`src/rtl/cpu_mc_pkg.sv`:
```
// Shared types for the cpu_mc multi-cycle core: opcodes, FSM states and flag bit positions.
package cpu_mc_pkg;

  typedef enum logic [3:0] {
    OpNop  = 4'h0,
    OpAdd  = 4'h1,
    OpSub  = 4'h2,
    OpAnd  = 4'h3,
    OpOr   = 4'h4,
    OpXor  = 4'h5,
    OpShl  = 4'h6,
    OpShr  = 4'h7,
    OpLdi  = 4'h8,
    OpLd   = 4'h9,
    OpSt   = 4'hA,
    OpBz   = 4'hB,
    OpJmp  = 4'hC,
    OpBc   = 4'hD,
    OpCmp  = 4'hE,
    OpHalt = 4'hF
  } opcode_e;

  typedef enum logic [2:0] {
    StBoot,
    StFetch,
    StExec,
    StMem,
    StHalt
  } state_e;

  localparam int unsigned FLAG_Z = 2;
  localparam int unsigned FLAG_C = 1;
  localparam int unsigned FLAG_N = 0;

  function automatic logic sets_flags(opcode_e op);
    return ((op >= OpAdd) && (op <= OpShr)) || (op == OpCmp);
  endfunction

endpackage

```
`src/rtl/cpu_mc_if.sv`:
```
// Instruction and data memory buses of cpu_mc; the core is master, memories are slave.
interface cpu_mc_if #(
  parameter int unsigned DATA_W = 8,
  parameter int unsigned ADDR_W = 8,
  parameter int unsigned INST_W = 16
);
  logic              imem_req;
  logic [ADDR_W-1:0] imem_addr;
  logic [INST_W-1:0] imem_rdata;
  logic              imem_ready;

  logic              dmem_req;
  logic              dmem_we;
  logic [ADDR_W-1:0] dmem_addr;
  logic [DATA_W-1:0] dmem_wdata;
  logic [DATA_W-1:0] dmem_rdata;
  logic              dmem_ready;

  modport master (
    output imem_req, imem_addr,
    input  imem_rdata, imem_ready,
    output dmem_req, dmem_we, dmem_addr, dmem_wdata,
    input  dmem_rdata, dmem_ready
  );

  modport slave (
    input  imem_req, imem_addr,
    output imem_rdata, imem_ready,
    input  dmem_req, dmem_we, dmem_addr, dmem_wdata,
    output dmem_rdata, dmem_ready
  );
endinterface

```
`src/rtl/cpu_mc_regfile.sv`:
```
// cpu_mc register file: two async read ports, one sync write port, async clear.
// Define CPU_MC_R0_ZERO_EN to hard-wire register 0 to zero.
module cpu_mc_regfile #(
  parameter int unsigned DATA_W = 8,
  parameter int unsigned REG_AW = 4
) (
  input  logic              clk_i,
  input  logic              rst_ni,
  input  logic [REG_AW-1:0] raddr_a_i,
  output logic [DATA_W-1:0] rdata_a_o,
  input  logic [REG_AW-1:0] raddr_b_i,
  output logic [DATA_W-1:0] rdata_b_o,
  input  logic              we_i,
  input  logic [REG_AW-1:0] waddr_i,
  input  logic [DATA_W-1:0] wdata_i
);
  localparam int unsigned NumRegs = 2 ** REG_AW;

  logic [DATA_W-1:0] regs_q [NumRegs];
  logic [DATA_W-1:0] regs_d [NumRegs];

  always_comb begin
    regs_d = regs_q;
`ifdef CPU_MC_R0_ZERO_EN
    if (we_i && (waddr_i != '0)) regs_d[waddr_i] = wdata_i;
`else
    if (we_i) regs_d[waddr_i] = wdata_i;
`endif
  end

  always_ff @(posedge clk_i or negedge rst_ni) begin
    if (!rst_ni) regs_q <= '{default: '0};
    else         regs_q <= regs_d;
  end

`ifdef CPU_MC_R0_ZERO_EN
  assign rdata_a_o = (raddr_a_i == '0) ? '0 : regs_q[raddr_a_i];
  assign rdata_b_o = (raddr_b_i == '0) ? '0 : regs_q[raddr_b_i];
`else
  assign rdata_a_o = regs_q[raddr_a_i];
  assign rdata_b_o = regs_q[raddr_b_i];
`endif

endmodule

```
`src/rtl/cpu_mc.sv`:
```
// Multi-cycle CPU core: BOOT/FETCH/EXEC/MEM/HALT FSM over req/ready memory ports.
// Optional build macro CPU_MC_R0_ZERO_EN (see cpu_mc_regfile) makes r0 constant zero.
module cpu_mc
  import cpu_mc_pkg::*;
#(
  parameter int unsigned DATA_W = 8,
  parameter int unsigned ADDR_W = 8,
  parameter int unsigned REG_AW = 4
) (
  input  logic              clk,
  input  logic              rst_n,
  cpu_mc_if.master          bus,
  output logic              halted,
  output logic [ADDR_W-1:0] pc_o,
  output logic [2:0]        flags_o
);
  localparam int unsigned INST_W = 4 + 3 * REG_AW;
  localparam int unsigned IMM_W  = 2 * REG_AW;

  state_e            state_q, state_d;
  logic [ADDR_W-1:0] pc_q, pc_d;
  logic [INST_W-1:0] ir_q, ir_d;
  logic [2:0]        flags_q, flags_d;

  opcode_e           op;
  logic [REG_AW-1:0] rd, rs1, rs2;
  logic [IMM_W-1:0]  imm;
  logic [DATA_W-1:0] rdata_a, rdata_b, rf_wdata;
  logic              rf_we;
  logic [DATA_W:0]   alu_res;

  assign op  = opcode_e'(ir_q[INST_W-1 -: 4]);
  assign rd  = ir_q[INST_W-5 -: REG_AW];
  assign rs1 = ir_q[INST_W-5-REG_AW -: REG_AW];
  assign rs2 = ir_q[REG_AW-1:0];
  assign imm = ir_q[IMM_W-1:0];

  // Bit DATA_W carries the C flag: carry, borrow, or the bit shifted out.
  function automatic logic [DATA_W:0] alu(opcode_e f, logic [DATA_W-1:0] a,
                                          logic [DATA_W-1:0] b);
    case (f)
      OpAdd:        return {1'b0, a} + {1'b0, b};
      OpSub, OpCmp: return {1'b0, a} - {1'b0, b};
      OpAnd:        return {1'b0, a & b};
      OpOr:         return {1'b0, a | b};
      OpXor:        return {1'b0, a ^ b};
      OpShl:        return {a, 1'b0};
      OpShr:        return {a[0], 1'b0, a[DATA_W-1:1]};
      default:      return '0;
    endcase
  endfunction

  // Port B serves store data (rd) for ST and the second ALU operand otherwise.
  cpu_mc_regfile #(
    .DATA_W (DATA_W),
    .REG_AW (REG_AW)
  ) u_regfile (
    .clk_i     (clk),
    .rst_ni    (rst_n),
    .raddr_a_i (rs1),
    .rdata_a_o (rdata_a),
    .raddr_b_i ((op == OpSt) ? rd : rs2),
    .rdata_b_o (rdata_b),
    .we_i      (rf_we),
    .waddr_i   (rd),
    .wdata_i   (rf_wdata)
  );

  assign alu_res = alu(op, rdata_a, rdata_b);

  always_comb begin
    state_d  = state_q;
    pc_d     = pc_q;
    ir_d     = ir_q;
    flags_d  = flags_q;
    rf_we    = 1'b0;
    rf_wdata = alu_res[DATA_W-1:0];
    unique case (state_q)
      StBoot: state_d = StFetch;
      StFetch: begin
        if (bus.imem_ready) begin
          ir_d    = bus.imem_rdata;
          pc_d    = pc_q + ADDR_W'(1);
          state_d = StExec;
        end
      end
      StExec: begin
        state_d = StFetch;
        if (sets_flags(op)) begin
          flags_d[FLAG_Z] = (alu_res[DATA_W-1:0] == '0);
          flags_d[FLAG_C] = alu_res[DATA_W];
          flags_d[FLAG_N] = alu_res[DATA_W-1];
        end
        case (op)
          OpAdd, OpSub, OpAnd, OpOr, OpXor, OpShl, OpShr: rf_we = 1'b1;
          OpLdi: begin
            rf_we    = 1'b1;
            rf_wdata = DATA_W'(imm);
          end
          OpLd, OpSt: state_d = StMem;
          OpBz:   if (flags_q[FLAG_Z]) pc_d = ADDR_W'(imm);
          OpJmp:  pc_d = ADDR_W'(imm);
          OpBc:   if (flags_q[FLAG_C]) pc_d = ADDR_W'(imm);
          OpHalt: state_d = StHalt;
          default: ;
        endcase
      end
      StMem: begin
        if (bus.dmem_ready) begin
          state_d = StFetch;
          if (op == OpLd) begin
            rf_we    = 1'b1;
            rf_wdata = bus.dmem_rdata;
          end
        end
      end
      StHalt: ;
      default: state_d = StBoot;
    endcase
  end

  always_ff @(posedge clk or negedge rst_n) begin
    if (!rst_n) begin
      state_q <= StBoot;
      pc_q    <= '0;
      ir_q    <= '0;
      flags_q <= '0;
    end else begin
      state_q <= state_d;
      pc_q    <= pc_d;
      ir_q    <= ir_d;
      flags_q <= flags_d;
    end
  end

  assign bus.imem_req   = (state_q == StFetch);
  assign bus.imem_addr  = pc_q;
  assign bus.dmem_req   = (state_q == StMem);
  assign bus.dmem_we    = (state_q == StMem) && (op == OpSt);
  assign bus.dmem_addr  = ADDR_W'(rdata_a);
  assign bus.dmem_wdata = rdata_b;
  assign halted         = (state_q == StHalt);
  assign pc_o           = pc_q;
  assign flags_o        = flags_q;

endmodule

```
`src/flat_wrapper.sv`:
```
// flat-port wrapper written by rule: the top's interface ports become plain ports
module cpu_mc_flat import cpu_mc_pkg::*;
#(
  parameter int unsigned DATA_W = 8,
  parameter int unsigned ADDR_W = 8,
  parameter int unsigned REG_AW = 4
)
  (clk, rst_n, halted, pc_o, flags_o, bus_imem_req, bus_imem_addr, bus_imem_rdata, bus_imem_ready, bus_dmem_req, bus_dmem_we, bus_dmem_addr, bus_dmem_wdata, bus_dmem_rdata, bus_dmem_ready);
  cpu_mc_if #(.DATA_W(DATA_W), .ADDR_W(ADDR_W)) bus_i ();
  input  logic clk;
  input  logic rst_n;
  output logic halted;
  output logic [ADDR_W-1:0] pc_o;
  output logic [2:0] flags_o;
  output wire logic [$bits(bus_i.imem_req)-1:0] bus_imem_req;
  output wire logic [$bits(bus_i.imem_addr)-1:0] bus_imem_addr;
  input wire logic [$bits(bus_i.imem_rdata)-1:0] bus_imem_rdata;
  input wire logic [$bits(bus_i.imem_ready)-1:0] bus_imem_ready;
  output wire logic [$bits(bus_i.dmem_req)-1:0] bus_dmem_req;
  output wire logic [$bits(bus_i.dmem_we)-1:0] bus_dmem_we;
  output wire logic [$bits(bus_i.dmem_addr)-1:0] bus_dmem_addr;
  output wire logic [$bits(bus_i.dmem_wdata)-1:0] bus_dmem_wdata;
  input wire logic [$bits(bus_i.dmem_rdata)-1:0] bus_dmem_rdata;
  input wire logic [$bits(bus_i.dmem_ready)-1:0] bus_dmem_ready;
  assign bus_imem_req = bus_i.imem_req;
  assign bus_imem_addr = bus_i.imem_addr;
  assign bus_i.imem_rdata = bus_imem_rdata;
  assign bus_i.imem_ready = bus_imem_ready;
  assign bus_dmem_req = bus_i.dmem_req;
  assign bus_dmem_we = bus_i.dmem_we;
  assign bus_dmem_addr = bus_i.dmem_addr;
  assign bus_dmem_wdata = bus_i.dmem_wdata;
  assign bus_i.dmem_rdata = bus_dmem_rdata;
  assign bus_i.dmem_ready = bus_dmem_ready;
  cpu_mc #(.DATA_W(DATA_W), .ADDR_W(ADDR_W), .REG_AW(REG_AW)) u_core (.clk(clk), .rst_n(rst_n), .bus(bus_i), .halted(halted), .pc_o(pc_o), .flags_o(flags_o));
endmodule
```
`config.mk`:
```
export PLATFORM = sky130hd
export DESIGN_NAME = cpu_mc_flat
export DESIGN_NICKNAME = d
export VERILOG_FILES = /design/src/rtl/cpu_mc_pkg.sv /design/src/rtl/cpu_mc_if.sv /design/src/rtl/cpu_mc_regfile.sv /design/src/rtl/cpu_mc.sv /design/src/flat_wrapper.sv
export SDC_FILE = /design/constraint.sdc
export NUM_CORES = 1
export LEC_CHECK = 0
export ABC_AREA = 1
export CORE_ASPECT_RATIO = 0.75
export CORE_UTILIZATION = 55
export CTS_BUF_LIST = sky130_fd_sc_hd__clkbuf_8
export DETAILED_ROUTE_END_ITERATION = 7
export GPL_TIMING_DRIVEN = 0
export PLACE_DENSITY = 0.75
export SLEW_MARGIN = 40
export SYNTH_ARGS = -nofsm -noshare
export SYNTH_HDL_FRONTEND = slang
export SYNTH_HIERARCHICAL = 1
export SYNTH_SLANG_ARGS = --single-unit
```
`constraint.sdc`:
```
create_clock -name clk -period 12.2 [get_ports clk]
set_input_delay 2.44 -clock clk [delete_from_list [all_inputs] [get_ports clk]]
set_output_delay 2.44 -clock clk [all_outputs]
set_load 0.1 [all_outputs]
```
==> impl_metrics.yaml, run 1 <==
die:
  num_rows: 43
  die_y_um: 122
  pin_count: 67
  dieWidth_um: 162
  start_util: 0.568
  dieArea_mm2: 0.0198
  core_area_mm2: 0.0187
final_layout:
  final_nets: 1703
  area_growth_syn_to_layout_pct: 11.6
  fill_cells: 1732
  layout-drive-gt1-share: 0.104
  n_antenna_cell: 0
logic_synthesis:
  yosys_warnings: 6
  synth-seq-area-share: 0.373
  synth_edf_count: 0
  synthesis.instances: 1561
  synthDistinctLibCells: 45
  avgSynthCellArea_um2: 6.79
  syn_area_mm2: 0.0106
  ys_seq_elements: 158
  ys_dominant_reg_cell: "dfrtp_1"
  async_flop_share: 1.00
  syn_nets: 1616
placement:
  port_buffers: 66
  post-place-ws_ps: 6010
  place.gp.congestion: 1.03
  dpl.hpwl_um: 31200
global_routing:
  grt_util_all_layers: 0.426
  grt_pass1_wl_um: 61500
  grt_max_degree: 76
  antenna_found_initial: 0
  grt_remaining_overflow: 0
  grt_pass1_vias: 10652
cts:
  cts_buffers: 17
  clk_latency_ps: 480
  clock-sinks: 158
  hold_buffers: 0
  cts_tree: "yes"
  clockBufferDepth: 2
  clk_pin_slew_ps: 100
  cts_setup_buffers: 0
  cts_root_buffer: "clkbuf_8"
  htreeDepth: 4
  post_cts_resized: 0
status:
  status: "finished clean"
route:
  vias: 11659
  ant_nets: 0
  drt_first_pass_iters: 6
  routedWlPerCell_um: 21.7
  wirelength_um: 41400
  avgViaCountPerCell: 6.11
  drcViolationCount: 0
  drt_iter0_markers: 1945
timing:
  fin_ws_ps: 5550
  period_share: 0.545
  setup_viol: 0
  period_needed_ps: 6650
  fmax_mhz: 150
  maxSlewViolCount: 0
  setup-tns-final_ps: 0
  clock_skew_ps: 19.1
  final-hold-violation-count: 0
  worst-slew-pin-transition_ps: 926
  rsz0062_at_grt: "false"
  relSlewSlack: 0.383
critical_path:
  cp-end-kind: "output pin"
  cp_max_fo: 10
  cp-start-kind: "flop"
  path_class: "flop to output pin"
  arrival_ps: 4210
  required_ps: 9760
run:
  maxCapViolCount: 0
min_path:
  hold_class: "flop to flop"
==> synthesized netlist by cell type (all sizes together) (8+ instances only) <==
library cell	count	area (um2)
nand2	500	1900
nand3	275	1410
inv	213	800
dfrtp	158	3950
o21ai	153	769
nor2	59	279
buf	53	334
clkbuf	35	131
a21oi	27	135
ha	26	325
mux2	12	135
xor2	8	70.1
==> sequential cells by signal (all words and copies together), names as in the netlist <==
register                 cells
u_core/flags_o               3
u_core/state_q               3
u_core/u_regfile/regs_q    128
u_core/bus.imem_addr         8
u_core/ir_q                 16
==> stage by stage <==
stage	hold slack (ps)	instances	util	cell area, um2
floorplan	453	1561	-	10600
global placement	465	1874	0.620	11600
detailed placement	473	1876	0.612	11400
CTS	496	1908	0.634	11800
global route	519	1908	0.634	11800
finish	493	1908	0.634	11800
==> critical path: stages, from the launching register on <==
cell and delay [ps]:
dfrtp_1 470, inv_2 80, nor2_2 280, nand2_1 290
mux2_2 340, clkbuf_1 230, inv_1 250, clkbuf_1 560
nand3_1 210, nand3_1 130, nand3_1 110, nand2_1 290
buf_2 490
==> final cells by class <==
type                    instances  area (um2)  share of cell area
clock buffers                  18         248              0.0209
well taps                     247         309              0.0261
plain buffers                  88         468              0.0396
flip-flops and latches        158        3950               0.334
inverters                     214         808              0.0683
multi-input cells            1101        5370               0.454
clock inverters                14         149              0.0126
repair buffers                 68         526              0.0444
==> metal layers <==
layer | vias to the layer above | wire length [um] | GRT usage
met1 | 5466 | 17100 | 0.606
met5 | - | 0 | 0
met2 | 873 | 16800 | 0.602
met3 | 163 | 5720 | 0.121
li1 | 5157 | - | -
met4 | 0 | 1790 | 0.180
==> placed cells by master, fill, tap and decap left out, types with 3 or more instances in the layout <==
cell type          n
ha_1              26
buf_6              6
o211ai_1           4
clkbuf_8          18
o22ai_1            3
inv_8              4
clkdlybuf4s50_1   26
buf_2             69
a21oi_1           27
nor3_1             4
inv_1            206
o21a_1             3
nand3b_1           5
nor2_1            46
nand2_2            5
o21ai_1            5
buf_1              5
o21bai_1           3
inv_6              4
buf_4             11
nand3_1          272
clkinv_8           3
nor2_2             8
dfrtp_1          158
nand2_1          493
mux2_2            12
nand4_1            3
o21ai_0          147
nor2_4             5
clkbuf_1          33
inv_2              8
xor2_1             8
==> final timing paths <==
path,from,end,slack [ps],cells past startpoint
setup / recovery,u_core/ir_q[13],bus_dmem_wdata[2],5550,12
hold / removal,u_core/u_regfile/regs_q[104],u_core/u_regfile/regs_q[104],490,2
setup reg to reg,u_core/ir_q[13],u_core/u_regfile/regs_q[103],5620,27
hold reg to reg,u_core/u_regfile/regs_q[104],u_core/u_regfile/regs_q[104],490,2
max in group asynchronous,rst_n,u_core/u_regfile/regs_q[90],9810,2
min in group asynchronous,rst_n,u_core/u_regfile/regs_q[57],1760,1
==> logic make-up (layout without fill, tap and decap cells) <==
group / Yosys count / in the layout / share of synthesized area
XOR/XNOR: 9 / 9 / 0.00744
AND/OR/NAND/NOR: 849 / 849 / 0.350
AO/OA/AOI/OAI: 204 / 204 / 0.104
flip-flops: 158 / 158 / 0.373
buffers and inverters: 302 / 402 / 0.120
adder cells (fa/ha/maj): 27 / 27 / 0.0326
multiplexers: 12 / 12 / 0.0128
Power of run 1 is not shown: default switching activity piles up to over one toggle a cycle in this logic, so the estimate is an artifact.
==> run 2: changes to the inputs <==
--- a/config.mk
+++ b/config.mk
@@ -11,7 +11,7 @@
 export CTS_BUF_LIST = sky130_fd_sc_hd__clkbuf_8
 export DETAILED_ROUTE_END_ITERATION = 7
 export GPL_TIMING_DRIVEN = 0
-export PLACE_DENSITY = 0.75
+export PLACE_DENSITY = 0.78
 export SLEW_MARGIN = 40
 export SYNTH_ARGS = -nofsm -noshare
 export SYNTH_HDL_FRONTEND = slang
==> constraint.sdc (replaced) <==
create_clock -name clk -period 5.35 [get_ports clk]
set_input_delay 1.07 -clock clk [delete_from_list [all_inputs] [get_ports clk]]
set_output_delay 1.07 -clock clk [all_outputs]
set_load 0.1 [all_outputs]
==> run 2 against run 1 <==
Worst hold slack worse by 110 ps. Sequential share of layout area decreased by 0.31 points. Die area is the same. Core utilization up 0.63 points. Cell area is 0.99% higher. Critical path depth is 17 higher. Routed wire length shrank 1.4%. Register-to-register slack worse by 5500 ps. Non-clock buffer count unchanged. Worst setup slack got worse by 5400 ps. Critical path type is now flop to flop. Largest cell class unchanged. Highest routed layer unchanged.
==> impl_metrics.yaml, run 2 (synthesis results as in run 1) <==
cts:
  cts_root_buffer: "clkbuf_8"
  clk_pin_slew_ps: 100
  clk_latency_ps: 480
  cts_buffers: 17
  htreeDepth: 4
  cts_tree: "yes"
  clockBufferDepth: 2
  clock-sinks: 158
critical_path:
  rrSetupSlack_ps: 150
  arrival_ps: 5600
  worstReg2RegStart: "u_core/ir_q[13]"
  crit_path_top_delay_cell: "dfrtp_2"
  path_class: "flop to flop"
  cp_max_fo: 10
  r2r_cells: 29
  cp-start-kind: "flop"
  reg2reg_to: "u_core/u_regfile/regs_q[117]"
  required_ps: 5750
  critPathMaxStageDelay_ps: 430
  crit_top_cell: "nand2_1"
  cp-end-kind: "flop"
timing:
  relSlewSlack: 0.400
  period_needed_ps: 5200
  period_share: 0.971
  maxSlewViolCount: 0
  fmax_mhz: 192
  final-hold-violation-count: 0
  worst-slew-pin-transition_ps: 900
  setup_viol: 0
  clock_skew_ps: 16.0
die:
  die_y_um: 122
  core_area_mm2: 0.0187
  dieWidth_um: 162
  pin_count: 67
  start_util: 0.568
  num_rows: 43
  dieArea_mm2: 0.0198
final_layout:
  final_cell_mix: "nand2_1, nand3_1, inv_1"
  layout_commonest_cell: "nand2_1"
  register_area_mm2: 0.00396
  n_antenna_cell: 0
  multi_input_area_mm2: 0.00540
  fin_area_mm2: 0.0119
  final_nets: 1703
  regMostFlops: "u_core/u_regfile/regs_q"
  largest_reg_flops: 128
  area_growth_syn_to_layout_pct: 12.8
  fill_cells: 1741
  layout-drive-gt1-share: 0.124
route:
  drt_first_pass_iters: 6
  vias: 11447
  drt_iter0_markers: 1819
  wirelength_um: 40900
  avgViaCountPerCell: 6.00
  routedWlPerCell_um: 21.4
  drcViolationCount: 0
  ant_nets: 0
global_routing:
  grt_max_degree: 77
  grt_util_all_layers: 0.418
  antenna_found_initial: 0
  grt_remaining_overflow: 0
  grt_pass1_wl_um: 60100
  grt_pass1_vias: 10292
status:
  status: "finished clean"
placement:
  place.gp.congestion: 1.07
  place_area_mm2: 0.0114
  port_buffers: 66
  dpl.hpwl_um: 30900
run:
  maxCapViolCount: 0
min_path:
  hold_class: "input pin to asynchronous set/reset pin"
## run 2: through the flow
stage | utilization | hold slack, ps | setup TNS [ps] | setup WS [ps] | instances
2_1_floorplan | - | 453 | 0 | 329 | 1561
3_3_place_gp | 0.620 | 465 | -510160 | -3000 | 1874
3_5_place_dp | 0.612 | 466 | -38870 | -1110 | 1876
4_1_cts | 0.635 | 373 | 0 | 53.8 | 1906
5_1_grt | 0.640 | 366 | -19.5 | -10.0 | 1907
6_report | 0.640 | 383 | 0 | 154 | 1907
## run 2: worst max path at each step
stage	startpoint	depth (start not counted)	slack (ps)	end
global placement	rst_n	1	-3000	u_core/bus.imem_addr[5]
global route	u_core/ir_q[15]	28	-10	u_core/u_regfile/regs_q[118]
finish	u_core/ir_q[13]	29	150	u_core/u_regfile/regs_q[117]
CTS	u_core/ir_q[13]	26	50	u_core/u_regfile/regs_q[103]
floorplan	u_core/ir_q[13]	27	330	u_core/u_regfile/regs_q[127]
detailed placement	u_core/ir_q[13]	25	-1110	u_core/u_regfile/regs_q[103]
## run 2: layer usage
metal | wire length (um) | GRT usage
met1 | 17000 | 0.600
met2 | 16700 | 0.582
met3 | 5790 | 0.130
met4 | 1410 | 0.164
met5 | 0 | 0
## run 2: cell type report
class / count / share of cell area
buffer: 86 / 0.0444
clock buffer: 17 / 0.0196
clock inverter: 14 / 0.0129
inverter: 214 / 0.0689
multi-input combinational: 1101 / 0.452
sequential: 158 / 0.331
tap: 247 / 0.0259
timing repair buffer: 70 / 0.0452
## run 2: what timing repair did
action	CTS	global route
endpoints found under the setup margin	108	74
gates resized for setup	25	48
hold buffers	0	0
buffers inserted	0	2
## run 2: critical path, delay by kind of cell (launching register included)
| kind | cells | cell delay (ps) |
|---|---|---|
| AOI/OAI and AO/OA | 3 | 540 |
| muxes | 1 | 350 |
| adders and majority gates | 2 | 550 |
| DFF | 1 | 430 |
| buffers and inverters | 7 | 1180 |
| and+or+nand+nor | 15 | 1900 |
| xor gates and xnor gates | 1 | 150 |
Power of run 2 is left out for the same reason.
==> run 3: changes to the inputs <==
==> constraint.sdc (replaced) <==
create_clock -name clk -period 5.35 [get_ports clk]
set_input_delay 0.535 -clock clk [delete_from_list [all_inputs] [get_ports clk]]
set_output_delay 0.535 -clock clk [all_outputs]
set_load 0.1 [all_outputs]
==> run 3 against run 2 <==
Routed wire length down 0.35%. Die area unchanged. Worst hold slack better by 64 ps. Maximum frequency up 0.77%. Non-clock buffer count up 1. Largest cell class unchanged.
==> impl_metrics.yaml, run 3 (synthesis results as in run 1) <==
global_routing:
  grt_util_all_layers: 0.418
  grt_pass1_vias: 10292
  grt_pass1_wl_um: 60100
  antenna_found_initial: 0
  grt_max_degree: 77
  grt_remaining_overflow: 0
final_layout:
  final_cell_mix: "nand2_1, nand3_1, inv_1"
  final_nets: 1704
  layout_commonest_cell: "nand2_1"
  n_antenna_cell: 0
  regMostFlops: "u_core/u_regfile/regs_q"
  layout-drive-gt1-share: 0.124
  layout.cells.non_filler: 1908
  area_growth_syn_to_layout_pct: 12.8
  largest_reg_flops: 128
  fill_cells: 1740
critical_path:
  arrival_ps: 5540
  cp-start-kind: "flop"
  required_ps: 5740
  path_class: "flop to flop"
  cp_max_fo: 10
  cp-end-kind: "flop"
  crit_top_cell: "nand2_1"
  crit_path_top_delay_cell: "dfrtp_1"
  critPathMaxStageDelay_ps: 460
  rrSetupSlack_ps: 190
placement:
  place.gp.congestion: 1.07
  dpl.hpwl_um: 30900
  dp.cells: 1876
  port_buffers: 66
timing:
  worst-slew-pin-transition_ps: 896
  maxSlewViolCount: 0
  period_share: 0.964
  setup_viol: 0
  final-hold-violation-count: 0
  period_needed_ps: 5160
  relSlewSlack: 0.403
  fmax_mhz: 194
  clock_skew_ps: 18.1
route:
  avgViaCountPerCell: 5.99
  drt_first_pass_iters: 7
  vias: 11435
  ant_nets: 0
  routedWlPerCell_um: 21.3
  drcViolationCount: 0
  drt_iter0_markers: 1745
  wirelength_um: 40700
die:
  die_y_um: 122
  start_util: 0.568
  pin_count: 67
  core_area_mm2: 0.0187
  num_rows: 43
  dieArea_mm2: 0.0198
  dieWidth_um: 162
cts:
  htreeDepth: 4
  clk_pin_slew_ps: 100
  cts_buffers: 17
  clock-sinks: 158
  clk_latency_ps: 480
  cts_root_buffer: "clkbuf_8"
  clockBufferDepth: 2
  cts_tree: "yes"
run:
  maxCapViolCount: 0
status:
  status: "finished clean"
min_path:
  hold_class: "input pin to asynchronous set/reset pin"
==> run 3: cell types whose count changed in the layout (fill, tap and decap cells not counted) <==
cell	delta
dlygate4sd3_1	+1
==> run 3: timing repair <==
action / in CTS / in global routing
hold buffers: 1 / 0
endpoints found under the hold margin: 10 / 0
buffers inserted: 0 / 2
gates resized for setup: 25 / 48
setup endpoints to repair: 108 / 74
==> run 3: area by class of cell <==
type                    count  area (um2)  area share
multi-input cells        1101        5400       0.452
flip-flops and latches    158        3960       0.331
inverters                 214         823      0.0688
repair buffers             71         551      0.0460
plain buffers              86         531      0.0444
well taps                 247         309      0.0258
clock buffers              17         234      0.0196
clock inverters            14         154      0.0129
==> run 3: critical path: cells and delay by family (launching register included) <==
kind	cells	cell delay, ps
and+or+nand+nor	13	1770
buffers and inverters	6	1160
AOI/OAI and AO/OA	4	810
DFF	1	460
muxes	1	350
adders and majority gates	1	330
xor gates and xnor gates	1	170
==> run 3: final timing paths <==
kind                                   startpoint                           end  cells past startpoint
worst max register to register    u_core/ir_q[12]  u_core/u_regfile/regs_q[102]                     26
worst min register to register  u_core/flags_o[0]             u_core/flags_o[0]                      2
max in group asynchronous                   rst_n   u_core/u_regfile/regs_q[92]                      3
worst min-delay path                        rst_n    u_core/u_regfile/regs_q[9]                      2
worst max-delay path              u_core/ir_q[12]  u_core/u_regfile/regs_q[102]                     26
min in group clk                u_core/flags_o[0]             u_core/flags_o[0]                      2
==> run 3: routing by layer <==
metal | wire, um | global-route usage | vias up
li1 | - | - | 5162
met3 | 5810 | 0.130 | 130
met4 | 1510 | 0.164 | 0
met2 | 16500 | 0.582 | 782
met1 | 16900 | 0.600 | 5361
met5 | 0 | 0 | -
==> run 3: stage by stage <==
| step | cell area, um2 | util | hold WS, ps | setup WS, ps | setup TNS [ps] |
|---|---|---|---|---|---|
| detailed placement | 11400 | 0.612 | 356 | -1110 | -38870 |
| CTS | 11900 | 0.636 | 438 | 53.8 | 0 |
| finish | 12000 | 0.641 | 447 | 194 | 0 |
| global route | 12000 | 0.641 | 439 | -10.0 | -19.5 |
| floorplan | 10600 | - | 239 | 329 | 0 |
| global placement | 11600 | 0.620 | 465 | -2470 | -425630 |
Power of run 3 is left out for the same reason.
